<file path="src/rtl/ternary_weight_packer_if.sv">
// Stream bundle between the weight source, the ternary packer and the select array.
// Valid/ready: a beat transfers on a rising edge where valid and ready are both 1;
// a producer holds valid and data stable until that edge, and ready may not depend on valid.
interface ternary_weight_packer_if #(
  parameter int WIN_WIDTH  = 8,
  parameter int WORD_WIDTH = 200
);
  logic                   clear;
  logic [WIN_WIDTH-2:0]   threshold;
  logic                   w_valid;
  logic [WIN_WIDTH-1:0]   w_data;
  logic                   w_ready;
  logic                   out_valid;
  logic                   out_ready;
  logic [WORD_WIDTH-1:0]  weight_out;
  logic [15:0]            word_count;

  modport master (
    output clear, threshold, w_valid, w_data, out_ready,
    input  w_ready, out_valid, weight_out, word_count
  );

  modport slave (
    input  clear, threshold, w_valid, w_data, out_ready,
    output w_ready, out_valid, weight_out, word_count
  );
endinterface

</file>
<file path="src/rtl/ternary_weight_packer.sv">
// Ternarises a stream of signed weights against a threshold and packs N 2-bit codes
// into one word, handed downstream through a single-entry valid/ready output register.
module ternary_weight_packer #(
  parameter int TN           = 4,
  parameter int KERNEL_SIZE  = 5,
  parameter int KERNEL_WIDTH = 2,
  parameter int WIN_WIDTH    = 8
) (
  input  logic                  clk,
  input  logic                  rst_n,
  ternary_weight_packer_if.slave bus,
  output logic                  dbg_state_o
);
  localparam int N         = TN * KERNEL_SIZE * KERNEL_SIZE;
  localparam int CNT_WIDTH = $clog2(N);
  localparam int WORD_W    = N * KERNEL_WIDTH;

  if (KERNEL_WIDTH != 2) begin : g_bad_kernel_width
    $error("ternary_weight_packer: KERNEL_WIDTH must be 2");
  end

  typedef enum logic {FILL = 1'b0, FULL = 1'b1} state_t;

  state_t                 state_q, state_d;
  logic [CNT_WIDTH-1:0]   cnt_q, cnt_d;
  logic [WORD_W-1:0]      pack_q, pack_d;
  logic [WORD_W-1:0]      out_q, out_d;
  logic                   out_valid_q, out_valid_d;
  logic [15:0]            word_count_q, word_count_d;

  logic signed [WIN_WIDTH:0] w_ext, thr_pos, thr_neg;
  logic [1:0]                code;
  logic                      accept;
  logic                      slot_free;

  // One extra bit so that -threshold and -128 both compare without overflow.
  assign w_ext   = {bus.w_data[WIN_WIDTH-1], bus.w_data};
  assign thr_pos = {2'b00, bus.threshold};
  assign thr_neg = -thr_pos;

  always_comb begin
    code = 2'b00;
    if (w_ext > thr_pos) begin
      code = 2'b01;
    end else if (w_ext < thr_neg) begin
      code = 2'b11;
    end
  end

  assign accept    = bus.w_valid && (state_q == FILL) && !bus.clear;
  assign slot_free = !out_valid_q || bus.out_ready;

  always_comb begin
    state_d      = state_q;
    cnt_d        = cnt_q;
    pack_d       = pack_q;
    out_d        = out_q;
    out_valid_d  = out_valid_q;
    word_count_d = word_count_q;

    if (bus.clear) begin
      state_d      = FILL;
      cnt_d        = '0;
      pack_d       = '0;
      out_valid_d  = 1'b0;
      word_count_d = '0;
    end else begin
      // A handoff in the same cycle overrides this and keeps out_valid high.
      if (out_valid_q && bus.out_ready) begin
        out_valid_d = 1'b0;
      end

      case (state_q)
        FILL: begin
          if (accept) begin
            pack_d[{cnt_q, 1'b0} +: 2] = code;
            if (cnt_q == CNT_WIDTH'(N - 1)) begin
              cnt_d   = '0;
              state_d = FULL;
            end else begin
              cnt_d = cnt_q + CNT_WIDTH'(1);
            end
          end
        end
        FULL: begin
          if (slot_free) begin
            out_d        = pack_q;
            out_valid_d  = 1'b1;
            word_count_d = word_count_q + 16'd1;
            pack_d       = '0;
            state_d      = FILL;
          end
        end
        default: state_d = FILL;
      endcase
    end
  end

  always_ff @(posedge clk or negedge rst_n) begin
    if (!rst_n) begin
      state_q      <= FILL;
      cnt_q        <= '0;
      pack_q       <= '0;
      out_q        <= '0;
      out_valid_q  <= 1'b0;
      word_count_q <= '0;
    end else begin
      state_q      <= state_d;
      cnt_q        <= cnt_d;
      pack_q       <= pack_d;
      out_q        <= out_d;
      out_valid_q  <= out_valid_d;
      word_count_q <= word_count_d;
    end
  end

  assign bus.w_ready    = (state_q == FILL);
  assign bus.out_valid  = out_valid_q;
  assign bus.weight_out = out_q;
  assign bus.word_count = word_count_q;
  assign dbg_state_o    = state_q;
endmodule

</file>
<file path="src/flat_wrapper.sv">
// flat-port wrapper written by rule: the top's interface ports become plain ports
module ternary_weight_packer_flat 
#(
  parameter int TN           = 4,
  parameter int KERNEL_SIZE  = 5,
  parameter int KERNEL_WIDTH = 2,
  parameter int WIN_WIDTH    = 8
)
  (clk, rst_n, dbg_state_o, bus_clear, bus_threshold, bus_w_valid, bus_w_data, bus_out_ready, bus_w_ready, bus_out_valid, bus_weight_out, bus_word_count);
  ternary_weight_packer_if #(.WIN_WIDTH(WIN_WIDTH), .WORD_WIDTH((200))) bus_i ();
  input  logic clk;
  input  logic rst_n;
  output logic dbg_state_o;
  input wire logic [$bits(bus_i.clear)-1:0] bus_clear;
  input wire logic [$bits(bus_i.threshold)-1:0] bus_threshold;
  input wire logic [$bits(bus_i.w_valid)-1:0] bus_w_valid;
  input wire logic [$bits(bus_i.w_data)-1:0] bus_w_data;
  input wire logic [$bits(bus_i.out_ready)-1:0] bus_out_ready;
  output wire logic [$bits(bus_i.w_ready)-1:0] bus_w_ready;
  output wire logic [$bits(bus_i.out_valid)-1:0] bus_out_valid;
  output wire logic [$bits(bus_i.weight_out)-1:0] bus_weight_out;
  output wire logic [$bits(bus_i.word_count)-1:0] bus_word_count;
  assign bus_i.clear = bus_clear;
  assign bus_i.threshold = bus_threshold;
  assign bus_i.w_valid = bus_w_valid;
  assign bus_i.w_data = bus_w_data;
  assign bus_i.out_ready = bus_out_ready;
  assign bus_w_ready = bus_i.w_ready;
  assign bus_out_valid = bus_i.out_valid;
  assign bus_weight_out = bus_i.weight_out;
  assign bus_word_count = bus_i.word_count;
  ternary_weight_packer #(.TN(TN), .KERNEL_SIZE(KERNEL_SIZE), .KERNEL_WIDTH(KERNEL_WIDTH), .WIN_WIDTH(WIN_WIDTH)) u_core (.clk(clk), .rst_n(rst_n), .bus(bus_i), .dbg_state_o(dbg_state_o));
endmodule
</file>
<file path="config.mk">
export PLATFORM = sky130hd
export DESIGN_NAME = ternary_weight_packer_flat
export DESIGN_NICKNAME = d
export VERILOG_FILES = /design/src/rtl/ternary_weight_packer_if.sv /design/src/rtl/ternary_weight_packer.sv /design/src/flat_wrapper.sv
export SDC_FILE = /design/constraint.sdc
export NUM_CORES = 1
export LEC_CHECK = 0
export ABC_CLOCK_PERIOD_IN_PS = 3180
export CELL_PAD_IN_SITES_DETAIL_PLACEMENT = 0
export CELL_PAD_IN_SITES_GLOBAL_PLACEMENT = 1
export CORE_AREA = 2 2 207 209
export DETAILED_ROUTE_END_ITERATION = 8
export DIE_AREA = 0 0 209 211
export GPL_ROUTABILITY_DRIVEN = 0
export PLACE_DENSITY = 0.77
export SETUP_SLACK_MARGIN = 0.15
export SLEW_MARGIN = 30
export SYNTH_ARGS = -nofsm -noshare
export SYNTH_HDL_FRONTEND = slang
export SYNTH_SLANG_ARGS = --single-unit
</file>
<file path="constraint.sdc">
create_clock -name clk -period 3.18 [get_ports clk]
set_input_delay 0.636 -clock clk [delete_from_list [all_inputs] [get_ports clk]]
set_output_delay 0.636 -clock clk [all_outputs]
set_load 0.01 [all_outputs]
</file>
**Word level (Yosys, flattened, before mapping)**

Index checks and enable logic that the tools add are counted.

- Order comparisons: 2
- Add/sub/neg operators: 4
- Shift-type cells: 2
- Mux-type cells: 23
- Eq/ne operators: 4
- Reduce and logical (&&, ||, !) cells: 13
- Bitwise operators: 2

Operators by type and width:

| cell | number |
|---|---|
| 200-bit 2-to-1 mux | 3 |
| 200-bit one-hot mux with 2 select lines | 1 |
| 200-bit bitwise mux | 1 |
| 2-bit by 10-bit variable shift with 200-bit output (first input constant) | 1 |
| 2-bit by 10-bit indexed part select with 200-bit output | 1 |
| 16-bit 2-to-1 mux | 3 |
| 7-bit 2-to-1 mux | 4 |
| 16-bit by 1-bit adder with 16-bit output (second input constant) | 1 |
| 8-bit negation with 10-bit output | 1 |
| 8-bit by 9-bit < comparator with 1-bit output | 1 |
| 7-bit negation with 9-bit output | 1 |
| 8-bit greater-than comparator | 1 |
| 1-bit 2-to-1 mux | 8 |
| 7-bit by 1-bit adder with 7-bit output (second input constant) | 1 |
| 7-bit equality test (second input constant) | 1 |
| 2-bit AND reduction | 3 |
| 2-bit nonzero test | 3 |
| 2-bit 2-to-1 mux | 2 |
| 1-bit logical AND | 3 |
| 3-bit by 2-bit != test with 1-bit output (second input constant) | 1 |
| 3-bit != test (second input constant) | 1 |
| 3-bit AND reduction | 1 |
| 1-bit logical NOT | 2 |
| 2-bit != test (second input constant) | 1 |
| 3 further kinds | 4 |

- Output and inout port bits: 219
- Register bits: 425
- Input port bits: 20

**Depth between registers and ports, before layout**

Gate-level depths: netlist of the first run.

- Depth after elaboration: 9
- Depth in mapped cells: 13

**Worst setup path before layout of the first run**

OpenSTA, ideal clock, no wires.

- Path type: input-to-reg
- Start: in bus_threshold[3]
- End: reg u_core.pack_q[0]
- Path buffers: 3
- Slack: 0.301 ns
- Data required time: 3.050 ns
- Setup time: 0.130 ns
- Stages on the path: 13
- Data arrival time: 2.749 ns
- Cells stage by stage: inv_1 -> nand3_1 -> nor2_1 -> nand2_1 -> xnor2_1 -> ha_1 -> nand4_1 -> a2111oi_1 -> o21a_1 -> buf_2 -> buf_6 -> buf_4 -> o211ai_1

- Longest elaborated chain between the ends: 9

RTL lines:

| what | line | source |
|---|---|---|
| from (decl) | flat_wrapper.sv:15 | `input wire logic [$bits(bus_i.threshold)-1:0] bus_threshold;` |
| 7-bit negation with 9-bit output | ternary_weight_packer.sv:39 | `assign thr_neg = -thr_pos;` |
| 8-bit by 9-bit < comparator with 1-bit output | ternary_weight_packer.sv:45 | `end else if (w_ext < thr_neg) begin` |
| 2-bit 2-to-1 mux | ternary_weight_packer.sv:45 |  |
| 2-bit 2-to-1 mux * | ternary_weight_packer.sv:43 | `if (w_ext > thr_pos) begin` |
| 2-bit by 10-bit indexed part select with 200-bit output * | ternary_weight_packer.sv:76 | `pack_d[{cnt_q, 1'b0} +: 2] = code;` |
| 200-bit bitwise mux * | ternary_weight_packer.sv:76 |  |
| 200-bit 2-to-1 mux * | ternary_weight_packer.sv:75 | `if (accept) begin` |
| 200-bit one-hot mux with 2 select lines * | ternary_weight_packer.sv:73 | `case (state_q)` |
| 200-bit 2-to-1 mux * | ternary_weight_packer.sv:61 | `if (bus.clear) begin` |
| to (signal assigned) | ternary_weight_packer.sv:110 | `pack_q <= pack_d;` |
| to (decl) | ternary_weight_packer.sv:26 | `logic [WORD_W-1:0] pack_q, pack_d;` |

Every way passes the cells marked *; elsewhere a longest branch is shown, timed or not. The select of a mux whose other input is x is not followed.
A chain may end at the register's enable or synchronous reset.

**Worst setup path in the final report of the first run**

- Start: in bus_threshold[0]
- End: reg u_core.pack_q[182]

The elaborated chain is that of the path after synthesis.

==> results.rst, run 1 <==
.. list-table::
   :header-rows: 1

   * - Metric
     - Value
   * - Final slew viol count
     - 0
   * - Synthesized cell area
     - ~19000 um2
   * - Wire length of the first global-routing pass
     - just under 90 mm
   * - RSZ-0062 raised after global routing
     - yes
   * - Clock-pin slew on the worst setup and hold paths
     - approximately 0.06 ns
   * - Initial Util
     - 44.8%
   * - Final worst-path cycle share
     - about nine tenths
   * - Post-synthesis mux area share
     - 12.0%
   * - Xor/xnor cell area share of the yosys netlist
     - less than 1%
   * - Post-synth ARST share
     - 100%
   * - Clock Latency Late Sink
     - around 0.57 ns
   * - H-Tree Level Count
     - 2
   * - Routed via count
     - 14300
   * - Syn nets
     - 1538
   * - Compound-gate portion of the synthesized area
     - 18.3%
   * - Drt first pass iters
     - 6
   * - Rows
     - 75
   * - Most common cell after layout, fill and taps aside
     - sky130_fd_sc_hd__dfrtp_1
   * - Share of synthesized area occupied by flip-flops and latches
     - 56.8%
   * - CTS tree
     - built
   * - Worst stage delay on the critical path
     - 0.48 ns
   * - Count of routing violations after the opening detailed-route iteration
     - about 1300
   * - Highest Signal Layer
     - met4
   * - Fmax achieved
     - 349 MHz
   * - Fraction of the core area covered by cells at the end of the flow
     - a little under three fifths
   * - Simple-gate portion of the synthesized area
     - 6.72%
   * - Synthesized netlist cell count
     - 1496
   * - Summed area of non-filler cells in the final layout
     - 23800 um2
   * - Number of max-cap violations
     - 0
   * - Number of antenna violations at the first check in global routing
     - 1
   * - Maximum number of pins on one net before global-route repair
     - between 100 and 150
   * - Slowest library cell on the worst path
     - sky130_fd_sc_hd__clkdlybuf4s50_1
   * - Buffer type at the clock tree root
     - sky130_fd_sc_hd__clkbuf_16
   * - Die Area
     - 44100 um2
   * - CTS Buf Count
     - 45
   * - Number of port buffers
     - 238
   * - Min-delay worst type
     - in2async
   * - Endpoint required time on the critical path
     - roughly 3.6 ns
   * - Placed wire-length estimate after detailed placement
     - 37.8 mm
   * - Routed Antenna Nets
     - 0
   * - Number of top-level pins
     - 239
   * - Number of enable flip-flop cells after synthesis
     - 0
   * - Transition time at the pin with the least slew margin
     - a little under 0.9 ns
   * - Layout overhead on the synthesized area
     - 27.1%
   * - Cell area after placement
     - 22100 um2
   * - Number of endpoints with negative hold slack in the final report
     - 0
   * - Gr ovfl total
     - 0
   * - Critical setup path kind
     - in2reg
   * - Met2 Routed Length
     - 25.6 mm
   * - Average size of a mapped cell
     - around 13 um2
   * - Max transition margin
     - between 40% and 50%
   * - Residual DRC
     - 0
   * - Final routed wire length divided by cell count
     - 24.0 um
   * - Cells along the critical path
     - clkdlybuf4s50_1, inv_1, ha_1, nand3_1, xnor2_1, ha_1, a211oi_1, a2111oi_1, buf_4, o21a_2, buf_12, buf_12, o31ai_1
   * - Cell variety after synth
     - 71
   * - Final setup violation count
     - 0
   * - Core box area
     - between 40000 and 50000 um2
   * - Most frequent cells in the layout
     - sky130_fd_sc_hd__dfrtp_1 (425), sky130_fd_sc_hd__clkdlybuf4s50_1 (237), sky130_fd_sc_hd__mux2_2 (200)
   * - Total power per unit cell area
     - just over 500 nW/um2
   * - Wire length on met1
     - 24.5 mm
   * - Via count of the first global-routing pass
     - 14300
   * - DIE HEIGHT
     - 211 um
   * - Main flop type after synthesis
     - sky130_fd_sc_hd__dfrtp_1
   * - Type of element launching the critical path
     - primary input
   * - Total routing resource utilization after global routing
     - approximately a quarter
   * - Category of the worst setup path capture point
     - register
   * - Adder and majority gate portion of the synthesized area
     - under 10%
   * - Number of antenna diodes
     - 0
   * - Peak ir drop on the vdd network
     - 0.433 mV
   * - Fraction of final layout cells with drive strength greater than 1
     - about a quarter
   * - Die span in x
     - 209 um
   * - Reported leakage power
     - about 0.010 uW
   * - Number of clock sinks
     - approximately 430
   * - Maximum clock insertion buffer count
     - 3
   * - Main combinational cell family by area after synthesis
     - compound AO/OA/AOI/OAI gates
   * - Number of synthesis warnings
     - 0
   * - Clock skew
     - 0.0205 ns
   * - Nets@finish
     - 1788
   * - Crit path arrival time
     - 3.33 ns
   * - Met3 routed WL
     - approximately 3.9 mm
   * - Maximum fanout encountered on the critical timing path
     - 23
   * - Total detailed-routing wirelength
     - 55.8 mm
   * - Result of the run
     - complete, no violations
   * - Number of synthesized register bits
     - 425
   * - Post-route minimum period
     - 2.87 ns
   * - Vias per cell
     - 6.14
## worst max-delay path: cells and delay by family
| family | cells | cell delay (ns) |
|---|---|---|
| xor gates and xnor gates | 1 | 0.12 |
| AOI/OAI and AO/OA | 4 | 0.95 |
| adders and majority gates | 2 | 0.48 |
| and+or+nand+nor | 1 | 0.10 |
| buffers and inverters | 5 | 1.01 |
## logic make-up (layout without fill, tap and decap cells)
kind of cell	Yosys count	count (layout)
DFF	425	425
xor gates and xnor gates	19	19
muxes	200	200
and+or+nand+nor	229	229
buffers and inverters	145	431
adders and majority gates	22	22
AOI/OAI and AO/OA	456	456
## cell usage after synthesis (all sizes together), types with 24 or more instances
cell | n | area (um2)
a31o | 24 | 210
dfrtp | 425 | 10600
o21ai | 90 | 450
nand3 | 26 | 135
buf | 63 | 399
mux2 | 200 | 2250
o311a | 26 | 260
nor2 | 45 | 184
o211ai | 79 | 593
clkbuf | 65 | 245
nand2 | 57 | 221
o311ai | 87 | 762
o31ai | 97 | 742
## metal layers
metal	up-vias	track usage, %
li1	6265	-
met1	7322	35.4
met2	571	39.1
met3	101	5.13
met4	0	9.53
met5	-	0
## path summary, 6_finish.rpt
| path | start | to | slack (ns) | cells after the start |
|---|---|---|---|---|
| worst max-delay path | bus_threshold[0] | u_core.pack_q[182]$_DFFE_PN0P_ | 0.31 | 13 |
| worst min-delay path | rst_n | u_core.bus.weight_out[58]$_DFFE_PN0P_ | 0.07 | 1 |
| worst max register to register | u_core.cnt_q[0]$_DFFE_PN0P_ | u_core.pack_q[148]$_DFFE_PN0P_ | 0.50 | 8 |
| worst min register to register | u_core.pack_q[142]$_DFFE_PN0P_ | u_core.bus.weight_out[142]$_DFFE_PN0P_ | 0.50 | 1 |
| max in group asynchronous | rst_n | u_core.bus.weight_out[161]$_DFFE_PN0P_ | 2.16 | 2 |
| min in group clk | u_core.pack_q[142]$_DFFE_PN0P_ | u_core.bus.weight_out[142]$_DFFE_PN0P_ | 0.50 | 1 |
## state kept, by name, indices dropped and copies added (netlist names)
signal	flops
u_core.bus.word_count	16
u_core.cnt_q	7
u_core.bus.weight_out	200
u_core.dbg_state_o	1
u_core.pack_q	200
u_core.bus.out_valid	1
## report_power, final
part	internal, uW	leakage (uW)	switching, uW
Clock	3510	0.000797	2200
Sequential	5410	0.00594	4.50
Combinational	246	0.00368	609
Total	9160	0.0104	2810
## area by class of cell
type                    instances  area (um2)
fillers                      3473       18000
flip-flops and latches        425       10600
multi-input cells             926        7410
repair buffers                331        3380
clock buffers                  67        1350
well taps                     539         674
clock inverters                16         269
inverters                      17        63.8
## stage by stage
stage	setup WS (ns)	hold slack, ns	cells	setup TNS, ns	total power [uW]
after floorplan	0.301	0.340	1496	0	5950
after global placement	-0.286	0.483	2234	-24.30	6340
after detailed placement	-0.344	0.489	2234	-32.35	6360
after CTS	0.249	0.0824	2317	0	12100
after global routing	0.141	0.100	2321	0	12400
final	0.312	0.0707	2321	0	12000
## repair_timing
action / CTS / global route
hold buffers: 0 / 0
endpoints found under the setup margin: 0 / 41
gates resized for setup: 0 / 3
buffers inserted: 0 / 4
(Power assumes the default switching activity.)
==> run 2, diff against run 1 <==
CORE_AREA = 2 2 203 205   (was 2 2 207 209)
CTS_BUF_LIST = sky130_fd_sc_hd__clkbuf_4 sky130_fd_sc_hd__clkbuf_8   (was default)
DIE_AREA = 0 0 205 207   (was 0 0 209 211)
PLACE_DENSITY = 0.79   (was 0.77)
==> run 2 against run 1 <==
Cell area shrank 1.0%. Register-to-register slack lost 0.18 ns. Sequential cell count is the same. Routed wire length shrank 1.9%. Clock power shrank 13%. Via count shrank 0.13%. Critical path type is now reg2reg. Setup slack gained 0.0090 ns. Largest cell class unchanged.
==> results.rst, run 2 (synthesis results as in run 1) <==
.. list-table::
   :header-rows: 1

   * - Metric
     - Value
   * - Fmax achieved
     - 350 MHz
   * - Final setup violation count
     - 0
   * - Core box area
     - slightly above 40000 um2
   * - Post-route minimum period
     - 2.86 ns
   * - Buffer type at the clock tree root
     - sky130_fd_sc_hd__clkbuf_8
   * - Start point of the critical path
     - u_core.cnt_q[0]$_DFFE_PN0P_
   * - Non-filler instance count after layout
     - 2347
   * - Most frequent cells in the layout
     - sky130_fd_sc_hd__dfrtp_1 (425), sky130_fd_sc_hd__clkdlybuf4s50_1 (237), sky130_fd_sc_hd__mux2_2 (200)
   * - H-Tree Level Count
     - 3
   * - Clock Latency Late Sink
     - 0.63 ns
   * - Type of element launching the critical path
     - register
   * - DIE HEIGHT
     - approximately 210 um
   * - Fraction of final layout cells with drive strength greater than 1
     - around a quarter
   * - Final routed wire length divided by cell count
     - 23.3 um
   * - CTS Buf Count
     - 74
   * - Rows
     - 74
   * - Gr ovfl total
     - 0
   * - Number of antenna violations at the first check in global routing
     - 1
   * - RSZ-0062 raised after global routing
     - no
   * - Maximum number of pins on one net before global-route repair
     - 100
   * - Die span in x
     - between 200 and 250 um
   * - Residual DRC
     - 0
   * - Total detailed-routing wirelength
     - 54.7 mm
   * - RR Startpoint
     - u_core.cnt_q[0]$_DFFE_PN0P_
   * - Number of max-cap violations
     - 0
   * - Result of the run
     - complete, no violations
   * - Number of setup buffers added after CTS
     - 0
   * - Initial Util
     - 46.4%
   * - Number of port buffers
     - 238
   * - Nets@finish
     - 1811
   * - Path depth of the worst reg2reg path
     - 8
   * - Most common cell after layout, fill and taps aside
     - sky130_fd_sc_hd__dfrtp_1
   * - Endpoint required time on the critical path
     - between 3 and 4 ns
   * - Count of routing violations after the opening detailed-route iteration
     - 1230
   * - Reported leakage power
     - a little over 0.01 uW
   * - CTS tree
     - built
   * - Vias per cell
     - 6.07
   * - Number of clock sinks
     - 425
   * - Die Area
     - approximately 42000 um2
   * - Cells on Worst Hold Path
     - 1
   * - Number of endpoints with negative hold slack in the final report
     - 0
   * - Final worst-path cycle share
     - 89.9%
   * - Fillers
     - 3394
   * - Max transition margin
     - 42.6%
   * - Clock-pin slew on the worst setup and hold paths
     - 0.06 ns
   * - Routed via count
     - ~14000
   * - Critical setup path kind
     - reg2reg
   * - Maximum fanout encountered on the critical timing path
     - 6
   * - Placed Cells incl. Taps
     - 2224
   * - Maximum clock insertion buffer count
     - 3
   * - Peak ir drop on the vdd network
     - 0.255 mV
   * - Placed wire-length estimate after detailed placement
     - 37.1 mm
   * - Summed area of non-filler cells in the final layout
     - 23500 um2
   * - Via count of the first global-routing pass
     - 14200
   * - Startpoint of the lowest-slack hold path
     - u_core.pack_q[161]$_DFFE_PN0P_
   * - Number of antenna diodes
     - 0
   * - Cell area after placement
     - about 22000 um2
   * - Number of top-level pins
     - 239
   * - Layout overhead on the synthesized area
     - 25.7%
   * - Crit path arrival time
     - 3.33 ns
   * - Min-delay worst type
     - reg2reg
   * - Final slew viol count
     - 0
   * - Drt first pass iters
     - 6
   * - Clock skew
     - 0.0292 ns
   * - Routed Antenna Nets
     - 0
   * - Wire length of the first global-routing pass
     - between 80 and 90 mm
   * - Category of the worst setup path capture point
     - register
   * - Transition time at the pin with the least slew margin
     - roughly 0.86 ns
   * - Total power per unit cell area
     - 476 nW/um2
   * - Total routing resource utilization after global routing
     - 25.9%
## run 2: changes by cell type in the layout (fill, tap and decap cells not counted), moves of 2 or more
cell / previous run / this run
sky130_fd_sc_hd__buf_4: 69 / 66
sky130_fd_sc_hd__clkbuf_4: 0 / 24
sky130_fd_sc_hd__bufinv_16: 7 / 0
sky130_fd_sc_hd__clkbuf_1: 9 / 0
sky130_fd_sc_hd__clkbuf_16: 46 / 0
sky130_fd_sc_hd__buf_12: 23 / 20
sky130_fd_sc_hd__clkinvlp_4: 1 / 3
sky130_fd_sc_hd__clkbuf_8: 12 / 87
## run 2: where the power goes
part | internal (uW) | switching (uW)
Clock | 2760 | 2210
Sequential | 5420 | 3.77
Combinational | 219 | 599
Total | 8390 | 2810
## run 2: area by class of cell
class / instances / area [um2] / area share (%)
clock inverter: 11 / 77.6 / 0.330
inverter: 17 / 63.8 / 0.271
sequential: 425 / 10600 / 45.2
multi-input combinational: 926 / 7420 / 31.5
clock buffer: 111 / 1380 / 5.85
timing repair buffer: 325 / 3290 / 14.0
tap: 532 / 666 / 2.83
## run 2: final timing paths
kind / slack [ns] / endpoint
min: 0.49 / u_core.pack_q[161]$_DFFE_PN0P_
min in group asynchronous: 0.58 / u_core.bus.weight_out[38]$_DFFE_PN0P_
max in group asynchronous: 1.67 / u_core.pack_q[159]$_DFFE_PN0P_
min reg2reg: 0.49 / u_core.pack_q[161]$_DFFE_PN0P_
max: 0.32 / u_core.pack_q[87]$_DFFE_PN0P_
max reg2reg: 0.32 / u_core.pack_q[87]$_DFFE_PN0P_
## run 2: metrics by stage
step / total power [uW] / setup WS, ns / hold slack [ns] / TNS, ns / util [%]
after floorplan: 5950 / 0.301 / 0.340 / 0 / -
after global placement: 6310 / -0.270 / 0.478 / -17.31 / 54.6
after detailed placement: 6320 / -0.409 / 0.468 / -34.16 / 54.6
after CTS: 11300 / 0.248 / 0.489 / 0 / 58.3
after global routing: 11600 / 0.159 / 0.502 / 0 / 58.3
final: 11200 / 0.321 / 0.494 / 0 / 58.3
## run 2: worst max-delay path, stage by stage (launching register included)
cell and delay (ns):
sky130_fd_sc_hd__dfrtp_1 0.35, sky130_fd_sc_hd__inv_1 0.09, sky130_fd_sc_hd__ha_1 0.30, sky130_fd_sc_hd__buf_4 0.20
sky130_fd_sc_hd__xnor2_1 0.36, sky130_fd_sc_hd__nand4_1 0.47, sky130_fd_sc_hd__nand2b_1 0.56, sky130_fd_sc_hd__o211ai_1 0.29
sky130_fd_sc_hd__o21ai_0 0.11
## run 2: repair_timing
item / in CTS / in global routing
setup endpoints to repair: 0 / 30
resized for setup: 0 / 3
hold buffers: 1 / 0
hold endpoints to repair: 28 / 0
## run 2: per-layer routing
layer | routed length [um] | track usage, % | up-vias
met5 | 11 | 0 | -
met4 | 1540 | 8.43 | 2
met3 | 3880 | 5.27 | 112
met2 | 25400 | 40.1 | 571
met1 | 23900 | 36.5 | 7251
li1 | - | - | 6305
